**config.mk**
```make
export PLATFORM = sky130hd
export DESIGN_NAME = seven_seg_scan_ctrl_flat
export DESIGN_NICKNAME = d
export VERILOG_FILES = /design/src/rtl/seven_seg_scan_if.sv /design/src/rtl/seven_seg_scan_ctrl.sv /design/src/flat_wrapper.sv
export SDC_FILE = /design/constraint.sdc
export NUM_CORES = 1
export LEC_CHECK = 0
export BUFFER_PORTS_ARGS = -buffer_cell sky130_fd_sc_hd__buf_2
export CAP_MARGIN = 20
export CORE_UTILIZATION = 61
export DETAILED_ROUTE_END_ITERATION = 10
export PLACE_DENSITY_LB_ADDON = 0.12
export SKIP_LAST_GASP = 1
export SLEW_MARGIN = 20
export SYNTH_ARGS = -nofsm -noshare
export SYNTH_HDL_FRONTEND = slang
export SYNTH_SLANG_ARGS = --single-unit
export TNS_END_PERCENT = 30
```
**constraint.sdc**
```tcl
create_clock -name clk -period 5.8 [get_ports clk]
set_input_delay 1.16 -clock clk [delete_from_list [all_inputs] [get_ports clk]]
set_output_delay 1.16 -clock clk [all_outputs]
set_load 0.05 [all_outputs]
```
**src/rtl/seven_seg_scan_if.sv**
```systemverilog
// rtl/seven_seg_scan_if.sv - frame-load and display bus for the seven-segment scan controller
interface seven_seg_scan_if;
    logic [27:0] seg_in;
    logic        load;
    logic        ready;
    logic [6:0]  seg_out;
    logic [3:0]  an_n;
    logic        frame_done;

    modport master (
        output seg_in,
        output load,
        input  ready,
        input  seg_out,
        input  an_n,
        input  frame_done
    );

    modport slave (
        input  seg_in,
        input  load,
        output ready,
        output seg_out,
        output an_n,
        output frame_done
    );
endinterface

```
**src/rtl/seven_seg_scan_ctrl.sv**
```systemverilog
// rtl/seven_seg_scan_ctrl.sv - 4-digit multiplexed seven-segment scanner with double-buffered frames
// Optional anti-ghosting dead time per slot: define SEVEN_SEG_BLANK_EN.
module seven_seg_scan_ctrl #(
    parameter int DIV = 50000
) (
    input  logic              clk,
    input  logic              rst_n,
    seven_seg_scan_if.slave   bus
);
    localparam logic [15:0] LAST = 16'(DIV - 1);

    typedef enum logic {BLANK, SCAN} state_t;

`ifdef SEVEN_SEG_BLANK_EN
    localparam state_t RESET_STATE = BLANK;
`else
    localparam state_t RESET_STATE = SCAN;
`endif

    logic [15:0] cnt, cnt_nxt;
    logic [1:0]  idx;
    logic        tick;
    logic        frame_done;
    state_t      state, state_nxt;
    logic [27:0] active, shadow;
    logic        full;
    logic [6:0]  digit;
    logic [6:0]  seg_out;
    logic [3:0]  an_n;

    assign tick       = (cnt == LAST);
    assign cnt_nxt    = tick ? 16'd0 : cnt + 16'd1;
    assign frame_done = tick && (idx == 2'd3);

    always_ff @(posedge clk or negedge rst_n) begin
        if (!rst_n) begin
            cnt   <= 16'd0;
            idx   <= 2'd0;
            state <= RESET_STATE;
        end else begin
            cnt   <= cnt_nxt;
            state <= state_nxt;
            if (tick)
                idx <= idx + 2'd1;
        end
    end

    // State is registered from the upcoming count so it lines up with cnt without lag.
    always_comb begin
        state_nxt = SCAN;
`ifdef SEVEN_SEG_BLANK_EN
        if (cnt_nxt < 16'd2)
            state_nxt = BLANK;
`endif
    end

    always_comb begin
        digit = 7'd0;
        case (idx)
            2'd0: digit = active[6:0];
            2'd1: digit = active[13:7];
            2'd2: digit = active[20:14];
            2'd3: digit = active[27:21];
            default: digit = 7'd0;
        endcase
    end

    always_comb begin
        an_n    = 4'b1111;
        seg_out = 7'd0;
        case (state)
            SCAN: begin
                an_n    = ~(4'b0001 << idx);
                seg_out = digit;
            end
            default: begin
                an_n    = 4'b1111;
                seg_out = 7'd0;
            end
        endcase
    end

    // Active only changes on a frame boundary; a load on that same edge waits for the next one.
    always_ff @(posedge clk or negedge rst_n) begin
        if (!rst_n) begin
            active <= 28'd0;
            shadow <= 28'd0;
            full   <= 1'b0;
        end else if (frame_done && full) begin
            active <= shadow;
            full   <= 1'b0;
        end else if (bus.load && !full) begin
            shadow <= bus.seg_in;
            full   <= 1'b1;
        end
    end

    assign bus.ready      = ~full;
    assign bus.seg_out    = seg_out;
    assign bus.an_n       = an_n;
    assign bus.frame_done = frame_done;
endmodule

```
**src/flat_wrapper.sv**
```systemverilog
// flat-port wrapper written by rule: the top's interface ports become plain ports
module seven_seg_scan_ctrl_flat 
#(
    parameter int DIV = 50000
)
  (clk, rst_n, bus_seg_in, bus_load, bus_ready, bus_seg_out, bus_an_n, bus_frame_done);
  seven_seg_scan_if bus_i ();
  input  logic clk;
  input  logic rst_n;
  input wire logic [$bits(bus_i.seg_in)-1:0] bus_seg_in;
  input wire logic [$bits(bus_i.load)-1:0] bus_load;
  output wire logic [$bits(bus_i.ready)-1:0] bus_ready;
  output wire logic [$bits(bus_i.seg_out)-1:0] bus_seg_out;
  output wire logic [$bits(bus_i.an_n)-1:0] bus_an_n;
  output wire logic [$bits(bus_i.frame_done)-1:0] bus_frame_done;
  assign bus_i.seg_in = bus_seg_in;
  assign bus_i.load = bus_load;
  assign bus_ready = bus_i.ready;
  assign bus_seg_out = bus_i.seg_out;
  assign bus_an_n = bus_i.an_n;
  assign bus_frame_done = bus_i.frame_done;
  seven_seg_scan_ctrl #(.DIV(DIV)) u_core (.clk(clk), .rst_n(rst_n), .bus(bus_i));
endmodule
```
# After elaboration in Yosys (flattened, before gate mapping)
# Index checks and enable logic that the tools add are counted.
# op_classes
addsub,2
eq_ne,4
n_shift,1
mux,4
n_bitwise,3
n_reduce_logical,7
# ops
op,n
$pmux 7 s4,1
$add 16x1->16 const B,1
$eq 16x16->1 const B,1
$mux 16,1
$eq 2x2->1 const B,2
$not 4->4,1
$shl 1x2->4 const A,1
$logic_and 1x1->1,3
$add 2x1->2 const B,1
$eq 2x1->1 const B,1
$logic_not 2->1,1
$mux 1,2
$not 1->1,2
$reduce_and 2->1,1
$reduce_bool 2->1,1
$logic_not 1->1,1
# totals
register_bits,75
in_bits,31
elab_cells,26

# Longest topological paths before layout
# Gate-level depths: netlist (run 1).
# depth
word_depth,5
ltp_mapped,8
mapped_depth_nobuf,5

# Worst setup path before layout (run 1)
# Ideal clock, no wire load.
# synth_timing
path_kind,flip-flop to output port
start,register u_core.idx[0]
end,output port bus_seg_out[0]
arrival_time_ns,1.890
required_time_ns,4.640
path_slack_ns,2.750
path_stages_with_launch,5
cell_sequence,dfrtp_1 inv_1 ha_1 buf_1 mux2i_1
# synth_via
elab_chain_len,2
elab_cells_between_ends,5
# synth_lines
item,line_no,source
"start, declared",seven_seg_scan_ctrl.sv:21,logic [1:0] idx;
"start signal, assigned",seven_seg_scan_ctrl.sv:44,idx <= idx + 2'd1;
"$eq 2x2->1, or another cell as far along",seven_seg_scan_ctrl.sv:59,case (idx)
$pmux 7 s4 (*),seven_seg_scan_ctrl.sv:59,
"end, declared",flat_wrapper.sv:13,output wire logic [$bits(bus_i.seg_out)-1:0] bus_seg_out;
# Every way passes the cells marked *; elsewhere a longest branch is shown, timed or not.

# Worst setup path after layout (run 1)
# layout_timing
start,register u_core.cnt[0]
end,output port bus_frame_done
# layout_via
elab_chain_len,2
# layout_lines
item,line_no,source
"start, declared",seven_seg_scan_ctrl.sv:20,"logic [15:0] cnt, cnt_nxt;"
"start signal, assigned",seven_seg_scan_ctrl.sv:41,cnt <= cnt_nxt;
$eq 16x16->1,seven_seg_scan_ctrl.sv:31,assign tick = (cnt == LAST);
$logic_and 1x1->1,seven_seg_scan_ctrl.sv:33,assign frame_done = tick && (idx == 2'd3);
"end, declared",flat_wrapper.sv:15,output wire logic [$bits(bus_i.frame_done)-1:0] bus_frame_done;
# Every way passes these cells.

==> results.tsv, run 1 <==
metric	value	unit
status	finished, final reports clean	
Worst R2R Start	u_core.cnt[0]	
Clk Latency, worst-skew pair	340	ps
final layout net count	320	
IO Count	44	
HP Start	u_core.cnt[0]	
CTS Sinks	75	
Yosys reg bits	75	
first drt pass iteration count	4	
final hold vios	0	
Critical Path Start	u_core.cnt[0]	
Leakage	1.82	nW
Ys Warns	0	
Worst Path Arrival	2140	ps
max_cap viols	0	
die area	5600	um^2
total number of H-tree levels	3	
Tcrit/Tclk final	57.0	%
Reg clk slew, reported paths	80	ps
Finished Core Util	72.0	%
num rows	26	
ys flop type	dfrtp_1	
final slew viol count	0	
worst-path maximum fanout	12	
average size of a mapped cell	13.6	um^2
RD Place Congestion	0.845	
Post-Place Cell Area	3500	um^2
post-DP HPWL	3870	um
Yosys top cell by area	dfrtp_1	
Pwr Total	0.947	mW
vias in the first global route	1921	
grt total ovfl	0	
CP startpoint kind	flip-flop	
layout cells sized above 1	38.9	%
Final Cell Area	3680	um^2
antenna violations before repair	0	
final setup TNS	0	ps
unrepaired setup endpoints after global routing	no	
share of the synthesized area in the top cell type	58.0	%
Buffers on Ports	43	
ANT nets after route	0	
register area share after synthesis	58.0	%
Crit. End Element	primary output	
min-delay worst type	flip-flop to flip-flop	
DR vias	1919	
largest net degree at the start of global routing	46	
Post-Syn Nets	275	
Fmax achieved	303	MHz
Vias/cell	5.36	
Synth area leaders	dfrtp_1 58%, mux2_2 16%, mux2_1 3.1%, ha_1 2.3%, a222oi_1 2.2%	
Power Density	258	nW/um^2
Worst Tran Pin Value	567	ps
final wirelength	5550	um
Worst Skew	8.27	ps
Worst IR Drop VDD	0.199	mV
cell with the most instances after synthesis	dfrtp_1	
Total Routing Usage GR	22.9	%
Synth-to-Final Area Change	13.7	%
first-pass GRT wire length	9090	um
asr flop ratio synth	100	%
ANT cells	0	
final worst path period need	3300	ps
initial core utilization	63.3	%
top cell types by occurrence after synthesis	75 x dfrtp_1, 47 x mux2_2, 15 x inv_1, 12 x nor2_1, 9 x mux2_1	
setup violators final	0	
library cells used by synthesis	28	
WHS Endpoint	u_core.cnt[0]	
CP Class	flip-flop to primary output	
clock root cell	clkbuf_8	
die height	74.8	um
Floorplan Core Area	5110	um^2
CTS tree	yes	
Die Width	74.8	um
Post-synth EDFFs	0	
Worst Hold Depth	1	
slew margin rel.	62.2	%
Post-CTS Hold Fix Bufs	0	
worst slack, placed	2860	ps
R2R Setup Slk	3640	ps
WL per Instance	15.5	um
cts bufs inserted	9	
post-CTS setup buffer count	0	
Setup WS post-layout	2500	ps
WP data required	4640	ps
r2r endpoint	u_core.active[2]	
post-CTS sizing	0	
Mapped Cells	238	
R2R depth	6	
clk buf depth	2	
Residual DRC	0	
Starting DRT DRC Count	150	
synthesized area	3230	um^2
[cell families after synthesis]
| kind of cell | synth area share [%] |
|---|---|
| flops | 58.0 |
| mux | 21.7 |
| simple gates | 7.97 |
| buf+inv | 3.75 |
| xor+xnor | 3.79 |
| compound gates | 2.48 |
| fa+ha+maj | 2.32 |
[how the worst max path moves through the flow]
stage                           endpoint  slack (ps)  cells after the start
after floorplan           bus_seg_out[0]        2750                      4
after global placement    bus_frame_done        2890                      5
after detailed placement  bus_frame_done        2860                      5
after CTS                 bus_frame_done        2480                      5
after global routing      bus_frame_done        2310                      5
final                     bus_frame_done        2500                      5
[metrics by stage]
stage / hold WS (ps) / cells
6_report: 488 / 358
3_5_place_dp: 474 / 342
5_1_grt: 514 / 358
4_1_cts: 484 / 358
3_3_place_gp: 466 / 342
2_1_floorplan: 455 / 238
[metal layers]
layer	global-route usage (%)	vias up	routed length (um)
met1	31.0	950	2620
met4	11.9	0	72
met5	0	-	0
met3	3.75	8	203
met2	36.2	31	2660
li1	-	930	-
[registers in the layout (all words and copies together), names as in the netlist]
register / flops
u_core.active: 28
u_core.cnt: 16
u_core.shadow: 28
u_core.idx: 2
u_core.full: 1
[power by group]
part           leakage (nW)  internal [mW]  switching [mW]
logic                 0.747         0.0240          0.0176
registers             0.984          0.545          0.0110
clock network        0.0928          0.165           0.184
[layout make-up]
type,count,area (um^2)
multi-input combinational,136,1240
clock buffer,11,141
timing repair buffer,46,240
sequential,75,1880
tap,70,87.6
clock inverter,5,28.8
inverter,15,56.3
fill,369,1430
[critical path: stages (launching register included)]
cell	delay, ps
dfrtp_1	390
ha_1	210
and4_1	310
and4_1	460
and2_1	180
buf_2	250
[cell usage in the layout (no fill, tap or decap)]
cell type / count
mux2_2: 47
nor2b_2: 1
a222oi_1: 7
buf_2: 42
dfrtp_1: 75
mux2_1: 9
clkinv_4: 1
clkbuf_8: 10
nor3_1: 1
and2_1: 2
buf_4: 4
nor2b_1: 2
nor4b_2: 2
mux2i_1: 7
and3b_1: 1
xor2_1: 6
nand3_1: 6
and4_1: 3
nand2_1: 4
nor2_1: 12
nand4_1: 7
and3_1: 1
o21ai_0: 2
clkinv_2: 4
nor3_4: 1
xnor2_1: 8
nor4_1: 1
inv_1: 15
ha_1: 6
clkbuf_1: 1
Power figures use the tool's default switching activity.
==> inputs of run 2 (changes only) <==
Settings changed: ABC_AREA set to 1, CORE_UTILIZATION 61 to 57.
Clock period 5.8 ns to 3.5 ns, I/O delays scaled along.
==> results.tsv, run 2 <==
metric	value	unit
ys flop type	dfrtp_1	
first-pass GRT wire length	11800	um
top flop regs	u_core.active (28), u_core.shadow (28), u_core.cnt (16)	
initial core utilization	58.9	%
vias in the first global route	2455	
ANT cells	0	
CTS tree	yes	
library cells used by synthesis	22	
asr flop ratio synth	100	%
final setup TNS	0	ps
Vias/cell	5.35	
cts bufs inserted	9	
Worst Skew	7.40	ps
Synth area leaders	dfrtp_1 54%, nand2_1 11%, mux2_2 9.0%, nand4_1 5.4%, inv_1 3.6%	
hold slack	356	ps
Setup WS post-layout	766	ps
ANT nets after route	0	
DR vias	2623	
most frequent cells in the layout	98 x nand2_1, 75 x dfrtp_1, 43 x buf_2	
grt total ovfl	0	
Most Used Layer, Global Route	met2	
slew margin rel.	49.4	%
total number of H-tree levels	3	
die area	6430	um^2
post-CTS sizing	0	
IO Count	44	
fin cells	490	
Fillers	512	
crit-path leading delay family	buffers and inverters	
layout cells sized above 1	23.4	%
WL per Instance	15.2	um
post-DP HPWL	5140	um
final layout net count	448	
Clk Latency, worst-skew pair	350	ps
Leakage	2.11	nW
Post-CTS Hold Fix Bufs	0	
antenna violations before repair	0	
Finished Core Util	66.9	%
Worst Tran Pin Value	758	ps
unrepaired setup endpoints after global routing	no	
CP Class	flip-flop to primary output	
final wirelength	7430	um
Yosys top cell by area	dfrtp_1	
Tcrit/Tclk final	78.1	%
setup violators final	0	
WP data required	2800	ps
M2 GR Usage	40.2	%
synthesized area	3490	um^2
Buffers on Ports	43	
Floorplan Core Area	5920	um^2
Reg clk slew, reported paths	80	ps
worst-path maximum fanout	30	
top cell types by occurrence after synthesis	98 x nand2_1, 75 x dfrtp_1, 33 x inv_1, 32 x nor2_1, 30 x nand4_1	
die height	80.2	um
Die Width	80.2	um
largest stage delay on the critical path	390	ps
Ys Warns	0	
CP startpoint kind	flip-flop	
max_cap viols	0	
met3 usage	7.16	%
Total Routing Usage GR	25.4	%
Post-Syn Nets	407	
share of the synthesized area in the top cell type	53.8	%
Crit. End Element	primary output	
Mapped Cells	370	
Post-synth EDFFs	0	
cell with the most instances after synthesis	nand2_1	
Residual DRC	0	
final worst path period need	2730	ps
clk buf depth	2	
CP bufs+invs	2	
largest net degree at the start of global routing	35	
placed cells	475	
Worst IR Drop VDD	0.304	mV
Starting DRT DRC Count	217	
register area share after synthesis	53.8	%
Worst Path Arrival	2030	ps
final hold vios	0	
Synth-to-Final Area Change	13.6	%
status	finished, final reports clean	
RD Place Congestion	0.847	
num rows	28	
Crit-path slowest cell	dfrtp_1	
final slew viol count	0	
post-CTS setup buffer count	0	
clock root cell	clkbuf_8	
CP Cell Sequence	ha_1 -> buf_4 -> a21oi_1 -> a31oi_1 -> buf_2	
Yosys reg bits	75	
met1 Use GR	33.7	%
first drt pass iteration count	4	
average size of a mapped cell	9.42	um^2
Power Density	446	nW/um^2
Fmax achieved	366	MHz
commonest non-fill, non-tap cell in the layout	nand2_1	
min-delay worst type	input port to asynchronous set/reset pin	
CTS Sinks	75	
worst slack, placed	1150	ps
-- run 2: cell count changes after synthesis, sizes merged, moves of 8 or more --
cell,before,now
nand2,4,100
inv,15,33
nand4,7,30
nor2,12,35
mux2,56,28
xnor2,8,0
a21oi,0,10
-- run 2: kinds of logic after synthesis --
| family | share of synthesized area [%] |
|---|---|
| AOI/OAI and AO/OA | 3.62 |
| xor gates and xnor gates | 1.76 |
| adders and majority gates | 2.15 |
| buffers and inverters | 6.75 |
| DFF | 53.8 |
| muxes | 9.04 |
| and+or+nand+nor | 22.9 |
-- run 2: area by class of cell --
type | instances | area [um^2] | share of cell area, %
clock inverter | 4 | 98.8 | 2.49
inverter | 33 | 124 | 3.13
timing repair buffer | 48 | 253 | 6.38
multi-input combinational | 244 | 1380 | 34.7
clock buffer | 11 | 141 | 3.57
sequential | 75 | 1880 | 47.4
tap | 75 | 93.8 | 2.37
-- run 2: worst paths after layout --
path / from / to / slack, ps / depth (start not counted)
setup / recovery: u_core.idx[1] / bus_seg_out[0] / 770 / 5
setup reg to reg: u_core.cnt[0] / u_core.active[14] / 1500 / 7
min in group clk: u_core.cnt[0] / u_core.cnt[0] / 480 / 1
hold / removal: rst_n / u_core.cnt[14] / 360 / 1
max in group asynchronous: rst_n / u_core.cnt[3] / 2380 / 2
hold reg to reg: u_core.cnt[0] / u_core.cnt[0] / 480 / 1
-- run 2: metal layers --
metal	routed length (um)	share of wire, %	vias up
met2	3670	49	60
met5	0	0	-
met3	268	3.6	8
li1	-	-	1288
met4	97	1.3	0
met1	3400	46	1267
-- run 2: worst register-to-register path, stage by stage, from the launching register on --
cell	delay, ps
dfrtp_1	390
ha_1	250
nand2_2	90
nor2_2	150
nand3_2	100
nor2_4	620
nand4_1	240
nand2_1	110
-- run 2: power breakdown --
group	internal, mW	switching (mW)	leakage [nW]
combinational	0.0326	0.0271	0.988
sequential	0.894	0.0159	1.00
clock	0.491	0.306	0.120
total	1.42	0.349	2.11
-- run 2: stage by stage --
| step | total power [mW] | area [um^2] |
|---|---|---|
| finish | 1.77 | 3960 |
| global route | 1.83 | 3960 |
| CTS | 1.79 | 3960 |
| detailed placement | 0.989 | 3720 |
| global placement | 0.986 | 3720 |
| floorplan | 0.944 | 3490 |
